$ cat config.mk
export PLATFORM = sky130hd
export DESIGN_NAME = pll_reset_seq
export DESIGN_NICKNAME = d
export VERILOG_FILES = /design/src/rtl/pll_reset_seq.sv
export SDC_FILE = /design/constraint.sdc
export NUM_CORES = 1
export LEC_CHECK = 0
export CAP_MARGIN = 20
export CORE_MARGIN = 2
export CORE_UTILIZATION = 35
export DETAILED_ROUTE_END_ITERATION = 6
export HOLD_SLACK_MARGIN = 0.02
export PLACE_DENSITY = 0.49
export SLEW_MARGIN = 20
export SYNTH_ARGS = -nofsm -noshare
export SYNTH_HDL_FRONTEND = slang
export SYNTH_SLANG_ARGS = --single-unit
$ cat constraint.sdc
create_clock -name clk -period 3.25 [get_ports clk]
set_clock_uncertainty 0.05 [all_clocks]
set_input_delay 0.975 -clock clk [delete_from_list [all_inputs] [get_ports clk]]
set_output_delay 0.975 -clock clk [all_outputs]
set_load 0.005 [all_outputs]
$ cat src/rtl/pll_reset_seq.sv
// Post-PLL reset sequencer: glitch-filters lock, waits out VCO settling, then
// releases the domain resets in ascending order, restarting on lock loss or a software request.
module pll_reset_seq #(
  parameter int SYNC_STAGES = 2,
  parameter int LOCK_FILTER = 16,
  parameter int HOLD_CYCLES = 1024,
  parameter int NUM_RST     = 3,
  parameter int STAGGER     = 8,
  parameter int CNT_WIDTH   = 16
) (
  input  logic               clk,
  input  logic               resetn,
  input  logic               pll_locked,
  input  logic               sw_reset_req,
  output logic [NUM_RST-1:0] rst_n_out,
  output logic               ready,
  output logic [1:0]         state,
  output logic [7:0]         lock_lost_count
);

  typedef enum logic [1:0] {
    WAIT_LOCK = 2'd0,
    STABILIZE = 2'd1,
    RELEASE   = 2'd2,
    RUN       = 2'd3
  } state_t;

  localparam logic [CNT_WIDTH-1:0] FILTER_LAST = CNT_WIDTH'(LOCK_FILTER - 1);
  localparam logic [CNT_WIDTH-1:0] HOLD_LAST   = CNT_WIDTH'(HOLD_CYCLES - 1);

  logic [SYNC_STAGES-1:0] sync_reg;
  logic                   lock_s;
  state_t                 state_reg, state_next;
  logic [CNT_WIDTH-1:0]   cnt_reg, cnt_next, cnt_inc;
  logic [NUM_RST-1:0]     rst_reg, rst_next, rel_hit;
  logic                   ready_reg, ready_next;
  logic [7:0]             lost_reg, lost_next;
  logic                   abort;

  always_ff @(posedge clk or negedge resetn) begin
    if (!resetn) begin
      sync_reg <= '0;
    end else begin
      sync_reg <= {sync_reg[SYNC_STAGES-2:0], pll_locked};
    end
  end

  assign lock_s  = sync_reg[SYNC_STAGES-1];
  assign cnt_inc = cnt_reg + 1'b1;

  // rel_hit[i] marks the edge at which the release counter reaches STAGGER*i.
  assign rel_hit[0] = 1'b0;
  generate
    for (genvar gi = 1; gi < NUM_RST; gi++) begin : g_rel
      assign rel_hit[gi] = (cnt_inc == CNT_WIDTH'(STAGGER * gi));
    end
  endgenerate

  assign abort = (state_reg != WAIT_LOCK) && (!lock_s || sw_reset_req);

  always_comb begin
    state_next = state_reg;
    cnt_next   = cnt_reg;
    rst_next   = rst_reg;
    ready_next = ready_reg;
    lost_next  = lost_reg;
    if (abort) begin
      state_next = WAIT_LOCK;
      cnt_next   = '0;
      rst_next   = '0;
      ready_next = 1'b0;
      if (!lock_s && lost_reg != 8'hFF) begin
        lost_next = lost_reg + 8'd1;
      end
    end else begin
      case (state_reg)
        WAIT_LOCK: begin
          rst_next   = '0;
          ready_next = 1'b0;
          if (sw_reset_req || !lock_s) begin
            cnt_next = '0;
          end else if (cnt_reg == FILTER_LAST) begin
            state_next = STABILIZE;
            cnt_next   = '0;
          end else begin
            cnt_next = cnt_inc;
          end
        end
        STABILIZE: begin
          if (cnt_reg == HOLD_LAST) begin
            cnt_next = '0;
            if (NUM_RST == 1) begin
              rst_next   = '1;
              ready_next = 1'b1;
              state_next = RUN;
            end else begin
              rst_next[0] = 1'b1;
              state_next  = RELEASE;
            end
          end else begin
            cnt_next = cnt_inc;
          end
        end
        RELEASE: begin
          cnt_next = cnt_inc;
          rst_next = rst_reg | rel_hit;
          if (rel_hit[NUM_RST-1]) begin
            state_next = RUN;
            ready_next = 1'b1;
            cnt_next   = '0;
          end
        end
        RUN: begin
          rst_next   = '1;
          ready_next = 1'b1;
          cnt_next   = '0;
        end
        default: state_next = WAIT_LOCK;
      endcase
    end
  end

  always_ff @(posedge clk or negedge resetn) begin
    if (!resetn) begin
      state_reg <= WAIT_LOCK;
      cnt_reg   <= '0;
      rst_reg   <= '0;
      ready_reg <= 1'b0;
      lost_reg  <= '0;
    end else begin
      state_reg <= state_next;
      cnt_reg   <= cnt_next;
      rst_reg   <= rst_next;
      ready_reg <= ready_next;
      lost_reg  <= lost_next;
    end
  end

  assign rst_n_out       = rst_reg;
  assign ready           = ready_reg;
  assign state           = state_reg;
  assign lock_lost_count = lost_reg;

endmodule
==> impl_metrics.ini, run 1 <==
[outcome]
status = finished clean

[drt]
routed_wl_mm = 4.14
postRouteAntennaNets = 0
first_pass_iters = 4
drc = 0
wl_per_cell_microns = 14.5
viasPerCell = 5.33
vias = 1519
dr.first_iter.drc_count = 74

[final_layout]
fillers = 516
stdcell_count = 285
drive_gt1_share_pct = 10.7
area_growth_pct = 17.5
post-route-cell-area_sq_um = 2190
nets = 224
diodes = 0
largest_reg_flops = 16

[timing]
holdWs_ns = 0.309
rsz0062_at_grt = false
timing.final.hold_violations = 0
fin_crit_ns = 2.69
worst_slew_pin_slew_ns = 0.423
slew_headroom_pct = 71.7
finalSetupViolCount = 0
slew_violations = 0
max_freq_mhz = 371
fin_crit_sh_pct = 82.8
final.setup.tns_ns = 0

[cts]
path_clk_slew_ns = 0.08
cts_root_buffer = clkbuf_8
post_cts.repair.setup_buffers = 0
hold_buffers = 0
cts.sinks = 32
cts_max_path_buffers = 2
htreeDepth = 2
cts_tree = built
cts_buffers = 5
clk_latency_ns = 0.29
cts_resized = 0

[synth]
synthCells = 194
yosysSeqAreaShare_pct = 43.0
async_flop_share_pct = 100
yosys_warnings = 0
ys_seq_elements = 32
synth_area_sq_um = 1860
synth_edf_count = 0
synth_nets = 204
synth_cell_type_count = 45
synthFlopType = dfrtp_1
avgSynthCellArea_sq_um = 9.60

[global_routing]
antenna_found_initial = 0
track_usage_pct = 15.7
first_global_vias = 1504
grt_max_degree = 33
grt_pass1_wl_mm = 7.34
grt.overflow.total = 0

[placed_design]
io_buffer_count = 17
hpwl_mm = 2.93
placed_cells = 277
detailed_place.area_sq_um = 2100
gp_congestion = 0.800

[hold_path]
hold_end = sync_reg[1]
min_path_type = flip-flop to flip-flop
hp-start = sync_reg[0]
whs_path_depth = 0

[worst_setup_path]
rrSetupSlack_ns = 0.56
critPathMaxFanout = 16
rr_startpoint = cnt_reg[0]
worstPathRequired_ns = 3.36
regToRegEndpoint = cnt_reg[8]
reg2reg_depth = 9
critPathLaunchType = flip-flop
endpoint_kind = flip-flop
critPathKind = flip-flop to flip-flop
arrival_ns = 2.80

[pwr]
ir_worst_vdd_mv = 0.202
power.leakage_nw = 0.895
total_power_mw = 0.736
power-per-cell-area_nw_per_um2 = 336

[die]
fp-row-count = 26
ios = 18
core-area_sq_um = 5110
initial_core_util_pct = 36.5
dieArea_sq_um = 5920
die_h_microns = 77.0
die_w_microns = 77.0

[flow_run]
drv_cap = 0
[per-stage QoR]
step | util [%] | worst slack, ns
floorplan | - | 0.799
global placement | 41.1 | 0.618
detailed placement | 41.1 | 0.563
CTS | 42.9 | 0.552
global route | 42.9 | 0.362
finish | 42.9 | 0.558
[routing by layer]
metal	wire length (microns)	GRT usage (%)	vias up
met2	1990	25.4	35
met4	23	6.00	0
li1	-	-	735
met3	138	4.00	2
met5	0	0	-
met1	1990	20.1	747
[synthesized netlist by cell type, types with 2 or more instances]
cell / n / share of area [%]
nor2_1: 33 / 6.6
a311oi_1: 2 / 0.94
xor2_1: 7 / 3.3
nand3_1: 9 / 2.4
o21ai_0: 4 / 1.1
nor4_1: 4 / 1.3
ha_1: 6 / 4.0
xnor2_1: 14 / 6.6
buf_4: 3 / 1.2
dfrtp_1: 32 / 43
and4_1: 2 / 0.94
buf_2: 3 / 0.81
inv_1: 9 / 1.8
or3_4: 2 / 1.2
nand4_1: 10 / 3.4
o21a_1: 2 / 0.81
and3_1: 3 / 1.0
nand2_1: 9 / 1.8
nor3_1: 7 / 1.9
or4_1: 2 / 0.81
a211oi_1: 7 / 2.8
[logic make-up (layout without fill, tap and decap cells)]
| logic type | after synthesis | in the layout | synth area share, % |
|---|---|---|---|
| AND/OR/NAND/NOR | 89 | 89 | 25.9 |
| flip-flops | 32 | 32 | 43.0 |
| AO/OA/AOI/OAI | 26 | 26 | 11.2 |
| XOR/XNOR | 21 | 21 | 9.87 |
| buffers and inverters | 18 | 39 | 4.90 |
| adder cells (fa/ha/maj) | 6 | 6 | 4.03 |
| multiplexers | 2 | 2 | 1.14 |
[worst max-delay path by stage]
| stage | from | slack [ns] | to |
|---|---|---|---|
| finish | cnt_reg[0] | 0.56 | cnt_reg[8] |
| floorplan | cnt_reg[0] | 0.80 | cnt_reg[9] |
| global placement | cnt_reg[0] | 0.62 | cnt_reg[8] |
| global route | cnt_reg[0] | 0.36 | cnt_reg[8] |
| detailed placement | cnt_reg[0] | 0.56 | cnt_reg[8] |
| CTS | cnt_reg[0] | 0.55 | cnt_reg[8] |
[power by group]
group	leakage [nW]	internal (mW)	switching (mW)
Sequential	0.442	0.400	0.00202
Combinational	0.413	0.00724	0.0139
Clock	0.0404	0.151	0.161
[cell type report]
type                    count  area [sq um]  area share, %
flip-flops and latches     32           801           36.6
clock buffers               5          68.8           3.14
multi-input cells         144           971           44.3
repair buffers             21           200           9.14
clock inverters             3          23.8           1.09
inverters                  10          37.5           1.71
well taps                  70          87.6           4.00
[placed cells by master, fill, tap and decap left out, types with 5 or more instances in the layout]
cell type and count:
nor3_1 7, xnor2_1 14, nor2_1 33, nand3_1 9, clkbuf_8 5, xor2_1 7, a211oi_1 7, clkdlybuf4s50_1 17
ha_1 6, nand2_1 9, nand4_1 10, inv_1 9, dfrtp_1 32
[critical path, cell delays in order, from the launching register on]
cell	delay, ns
dfrtp_1	0.42
ha_1	0.31
nand4_4	0.22
or3_4	0.48
o21a_1	0.22
a221oi_2	0.17
a31oi_1	0.20
o211ai_2	0.18
buf_4	0.24
a21oi_1	0.08
(Power assumes the default switching activity.)
==> inputs of run 2 (changes only) <==
==> constraint.sdc (replaced) <==
create_clock -name clk -period 2.82 [get_ports clk]
set_clock_uncertainty 0.05 [all_clocks]
set_input_delay 0.846 -clock clk [delete_from_list [all_inputs] [get_ports clk]]
set_output_delay 0.846 -clock clk [all_outputs]
set_load 0.005 [all_outputs]
==> run 2 against run 1 <==
Against the previous run: critical path depth unchanged; maximum frequency is 2.0% higher; critical path type unchanged; global-route usage fell by 0.69 points; first-iteration DRC count increased by 35%; non-clock buffer count rose by 1; clock power rose by 39%; flip-flop and latch count did not move; hold slack worse by 0.0026 ns; highest routed layer unchanged; die area did not move; largest power group unchanged.
==> impl_metrics.ini, run 2 (synthesis gave the netlist of run 1 again) <==
[pwr]
p_seq_share_pct = 50.3
pwr-share-comb_pct = 2.6
ir_worst_vdd_mv = 0.191
power-per-cell-area_nw_per_um2 = 416
p_int_mw = 0.731
total_power_mw = 0.922
p_switching_mw = 0.191
power.leakage_nw = 0.913
swShare_pct = 20.7
clockPowerShare_pct = 47.0

[cts]
cts_max_path_buffers = 2
cts_resized = 0
htreeDepth = 2
cts_buffers = 5
post_cts.repair.setup_buffers = 0
cts_root_buffer = clkbuf_8
path_clk_slew_ns = 0.07
clk_latency_ns = 0.28
cts.sinks = 32
hold_buffers = 0
cts_tree = built

[global_routing]
first_global_vias = 1480
track_usage_pct = 15.0
grt.overflow.total = 0
antenna_found_initial = 0
grt_max_degree = 33
grt_pass1_wl_mm = 7.05

[die]
die_w_microns = 77.0
die_h_microns = 77.0
core-area_sq_um = 5110
ios = 18
fp-row-count = 26
dieArea_sq_um = 5920
initial_core_util_pct = 36.5

[outcome]
status = finished clean

[timing]
final.setup.tns_ns = 0
rsz0062_at_grt = false
fin_crit_ns = 2.64
worst_slew_pin_slew_ns = 0.416
finalSetupViolCount = 0
fin_crit_sh_pct = 93.6
max_freq_mhz = 379
slew_violations = 0
timing.final.hold_violations = 0
fin_ws_ns = 0.182
slew_headroom_pct = 72.3

[placed_design]
detailed_place.area_sq_um = 2100
io_buffer_count = 17
pre_cts_slack_ns = 0.181
gp_congestion = 0.873
hpwl_mm = 2.95

[drt]
first_pass_iters = 4
wl_per_cell_microns = 14.2
vias = 1466
drc = 0
routed_wl_mm = 4.07
postRouteAntennaNets = 0
viasPerCell = 5.13
dr.first_iter.drc_count = 100

[final_layout]
diodes = 0
fillers = 506
drive_gt1_share_pct = 11.1
final_cell_mix = 33 x nor2_1, 32 x dfrtp_1, 17 x clkdlybuf4s50_1, 14 x xnor2_1, 10 x nand4_1
area_growth_pct = 18.9
nets = 225
post-route-cell-area_sq_um = 2220
final_common_cell = nor2_1
largest_reg_flops = 16
fin_util_pct = 43.4

[worst_setup_path]
cp_slowest_cell = or3_4
critPathKind = flip-flop to flip-flop
critPathMaxFanout = 16
endpoint_kind = flip-flop
worstPathRequired_ns = 2.93
arrival_ns = 2.75
critPathLaunchType = flip-flop
slowest_delay_ns = 0.47
path_cells = ha_1, nand4_4, or3_4, o21a_1, a221oi_2, a31oi_1, o211ai_2, buf_4, nor2_1

[flow_run]
drv_cap = 0

[hold_path]
min_path_type = flip-flop to flip-flop
run 2: cell count changes in the layout (fill, tap and decap cells not counted), sizes merged:
cell      before  now
clkinvlp       2    1
bufinv         0    1
buf            4    5
run 2: power groups by stage:
stage,logic [mW],clock network [mW],registers [mW]
floorplan,0.00898,0,0.472
global route,0.0282,0.477,0.464
CTS,0.0258,0.449,0.464
finish,0.0244,0.434,0.464
global placement,0.0250,0,0.473
detailed placement,0.0257,0,0.473
run 2: cell type report:
class                      instances  area [sq um]  share of cell area, %
tap                               70          87.6                   3.95
multi-input combinational        144           971                   43.8
inverter                          10          37.5                   1.69
clock inverter                     3          42.5                   1.92
timing repair buffer              22           208                   9.37
clock buffer                       5          68.8                   3.11
sequential                        32           801                   36.1
run 2: path summary, 6_finish.rpt:
kind	from	endpoint	slack, ns	cells past startpoint
max	cnt_reg[1]	cnt_reg[4]	0.18	9
min	sync_reg[0]	sync_reg[1]	0.31	0
max reg2reg	cnt_reg[1]	cnt_reg[4]	0.18	9
min reg2reg	sync_reg[0]	sync_reg[1]	0.31	0
max in group asynchronous	resetn	cnt_reg[12]	1.51	2
min in group asynchronous	resetn	cnt_reg[6]	0.91	2
run 2: worst max-delay path: cells and delay by family (launching register included):
kind | cells | cell delay [ns]
AO/OA/AOI/OAI | 4 | 0.76
AND/OR/NAND/NOR | 3 | 0.75
flip-flops | 1 | 0.42
adder cells (fa/ha/maj) | 1 | 0.32
buffers and inverters | 1 | 0.23
run 2: per-stage QoR:
stage	std cells	hold WS, ns
after floorplan	194	0.281
after global placement	278	0.284
after detailed placement	278	0.288
after CTS	286	0.305
after global routing	286	0.316
final	286	0.307
run 2: metal layers:
| layer | part of all wire (%) | vias up | GRT usage [%] | routed length (microns) |
|---|---|---|---|---|
| li1 | - | 730 | - | - |
| met1 | 48 | 704 | 19.2 | 1970 |
| met2 | 46 | 23 | 24.3 | 1860 |
| met3 | 3.3 | 9 | 3.76 | 136 |
| met4 | 2.5 | 0 | 5.64 | 100 |
| met5 | 0 | - | 0 | 0 |
==> RTL change (flow settings as in run 1) <==
Put one more register stage on the output `lock_lost_count`. The value now appears one clock later. The other outputs are not delayed to match.
--- a/src/rtl/pll_reset_seq.sv
+++ b/src/rtl/pll_reset_seq.sv
@@ -139,6 +139,8 @@
   assign rst_n_out       = rst_reg;
   assign ready           = ready_reg;
   assign state           = state_reg;
-  assign lock_lost_count = lost_reg;
+  always_ff @(posedge clk) begin
+    lock_lost_count <= lost_reg;
+  end
 
 endmodule
Behaviour: same outputs for any inputs over 10 cycles, from zero or initial values and one cycle with resetn low; that may be too few to reach the edited logic, so the function may still have changed.
==> RTL change against run 1 <==
- sequential cell count increased by 8
- clock power increased by 25%
- worst hold slack got worse by 0.0035 ns
- cell count increased by 3.5%
- largest cell class unchanged
- highest routed layer unchanged
- total power increased by 24%
- largest power group unchanged
- wire length increased by 5.3%
- critical endpoint is now cnt_reg[2]$_DFF_PN0_
- area after synthesis increased by 13%
- sequential share of layout area increased by 3.1 points
- cell area increased by 11%
- worst setup slack improved by 0.026 ns
==> RTL change: results <==
status:
  run_status: "finished clean"
detailed_routing:
  via_per_inst: 5.23
  drtIter0Drc: 69
  detail_route.wl_per_cell_microns: 14.8
  detail_route.first_pass.iterations: 4
pwr:
  ir_worst_vdd_v: 0.000219
  power.static_leakage_uw: 0.000984
global_routing:
  use_met3: 0.0352
  grt_util_met2: 0.234
  antenna_found_initial: 0
  via_count_of_the_first_global_routing_pass: 1552
  grt_pass1_wl_mm: 7.67
  largest_net_degree_at_the_start_of_global_routing: 33
  track_usage: 0.152
  groute.layer.met1.usage: 0.211
cts:
  clock_tree.buffer_depth: 2
  holdBufCountCts: 0
  cts-resized-gates: 0
  cts_htree_levels: 2
  clock_transition_at_path_regs_ns: 0.08
  postCtsSetupRepairBufs: 0
  buffer_type_at_the_clock_tree_root: "sky130_fd_sc_hd__clkbuf_8"
  insertion_delay_ns: 0.30
  cts_buf_count: 5
placed_design:
  final_weighted_congestion_in_routability_driven_placement: 0.795
  dp.final_hpwl_mm: 3.11
  placed_cell_area_sq_mm: 0.00231
  post-place-ws_ns: 0.615
  place_inst: 287
  buffer_ports.inserted: 17
layout:
  largest_reg_flops: 16
  final_nets: 229
  drive_above_1_share: 0.150
  fin_cells: 295
  diodes: 0
logic_synthesis:
  yosysUniqueCellTypes: 47
  synthTopCellsByArea: "sky130_fd_sc_hd__dfrtp_1 (38%), sky130_fd_sc_hd__dfxtp_1 (7.6%), sky130_fd_sc_hd__xnor2_1 (5.4%)"
  async_flop_share: 0.800
  syn_avg_cell_area_sq_um: 10.3
  yosysWarnings: 0
  synthFlopType: "sky130_fd_sc_hd__dfrtp_1"
  synth_commonest_cells: "sky130_fd_sc_hd__dfrtp_1 (32), sky130_fd_sc_hd__nor2_1 (18), sky130_fd_sc_hd__xnor2_1 (13)"
  synth.yosys.seq_area_share: 0.457
  postSynthNetCount: 214
worst_hold_path:
  path_type_of_the_worst_min_delay_path: "reg2reg"
setup_path:
  critPathMaxFanout: 16
  worst_ep_arrival_time_ns: 2.78
timing:
  worst_pin_slew_ns: 0.626
RTL change: cell types whose count changed after synthesis, moves of 5 or more:
cell and change:
sky130_fd_sc_hd__nor2_1 -15, sky130_fd_sc_hd__dfxtp_1 +8, sky130_fd_sc_hd__buf_2 +5, sky130_fd_sc_hd__a21oi_1 +5, sky130_fd_sc_hd__a211oi_1 -6, sky130_fd_sc_hd__nor2_2 +10
RTL change: layout make-up:
class	instances	area, sq um
clock buffers	6	93.8
clock inverters	2	16.3
fillers	577	3430
inverters	5	18.8
multi-input cells	147	1050
flip-flops and latches	40	961
well taps	75	93.8
repair buffers	20	193
RTL change: worst max-delay path, cell delays in order, from the launching register on:
cell                       delay [ns]
sky130_fd_sc_hd__dfrtp_1         0.46
sky130_fd_sc_hd__and3_1          0.31
sky130_fd_sc_hd__and3_1          0.27
sky130_fd_sc_hd__o31ai_1         0.40
sky130_fd_sc_hd__o211a_1         0.26
sky130_fd_sc_hd__a31oi_4         0.12
sky130_fd_sc_hd__o211ai_4        0.54
sky130_fd_sc_hd__nor2_1          0.11
RTL change: worst paths after layout:
kind / from / endpoint / slack (ns) / cells after the start
max in group asynchronous: resetn / rst_n_out[0]$_DFFE_PN0P_ / 1.82 / 2
worst max-delay path: cnt_reg[2]$_DFF_PN0_ / cnt_reg[2]$_DFF_PN0_ / 0.58 / 7
min in group asynchronous: resetn / cnt_reg[5]$_DFF_PN0_ / 1.03 / 2
worst min-delay path: sync_reg[0]$_DFF_PN0_ / sync_reg[1]$_DFF_PN0_ / 0.31 / 0
worst min register to register: sync_reg[0]$_DFF_PN0_ / sync_reg[1]$_DFF_PN0_ / 0.31 / 0
worst max register to register: cnt_reg[2]$_DFF_PN0_ / cnt_reg[2]$_DFF_PN0_ / 0.58 / 7
RTL change: kinds of logic (layout without fill, tap and decap cells):
family          count (synthesis)  after routing  share of synthesized area
mux                             2              2                     0.0107
compound gates                 28             28                      0.106
fa+ha+maj                       6              6                     0.0357
simple gates                   91             91                      0.262
flops                          40             40                      0.457
buf+inv                        17             33                     0.0446
xor+xnor                       20             20                     0.0833
RTL change: metrics by stage:
step	hold slack, ns	power [uW]	util
after floorplan	0.281	519	-
after global placement	0.285	533	0.395
after detailed placement	0.299	534	0.395
after CTS	0.309	928	0.414
after global routing	0.326	953	0.414
final	0.306	913	0.414
RTL change: power by group:
group	internal (uW)	switching, uW	leakage, uW	total, uW
registers	498	1.78	0.000506	500
clock network	201	190	0.0000530	391
logic	7.13	15.5	0.000425	22.7
RTL change: per-layer routing:
metal / vias up / share of wire
met5: - / 0
met4: 0 / 0.014
met3: 6 / 0.024
met2: 24 / 0.47
met1: 757 / 0.49
li1: 757 / -
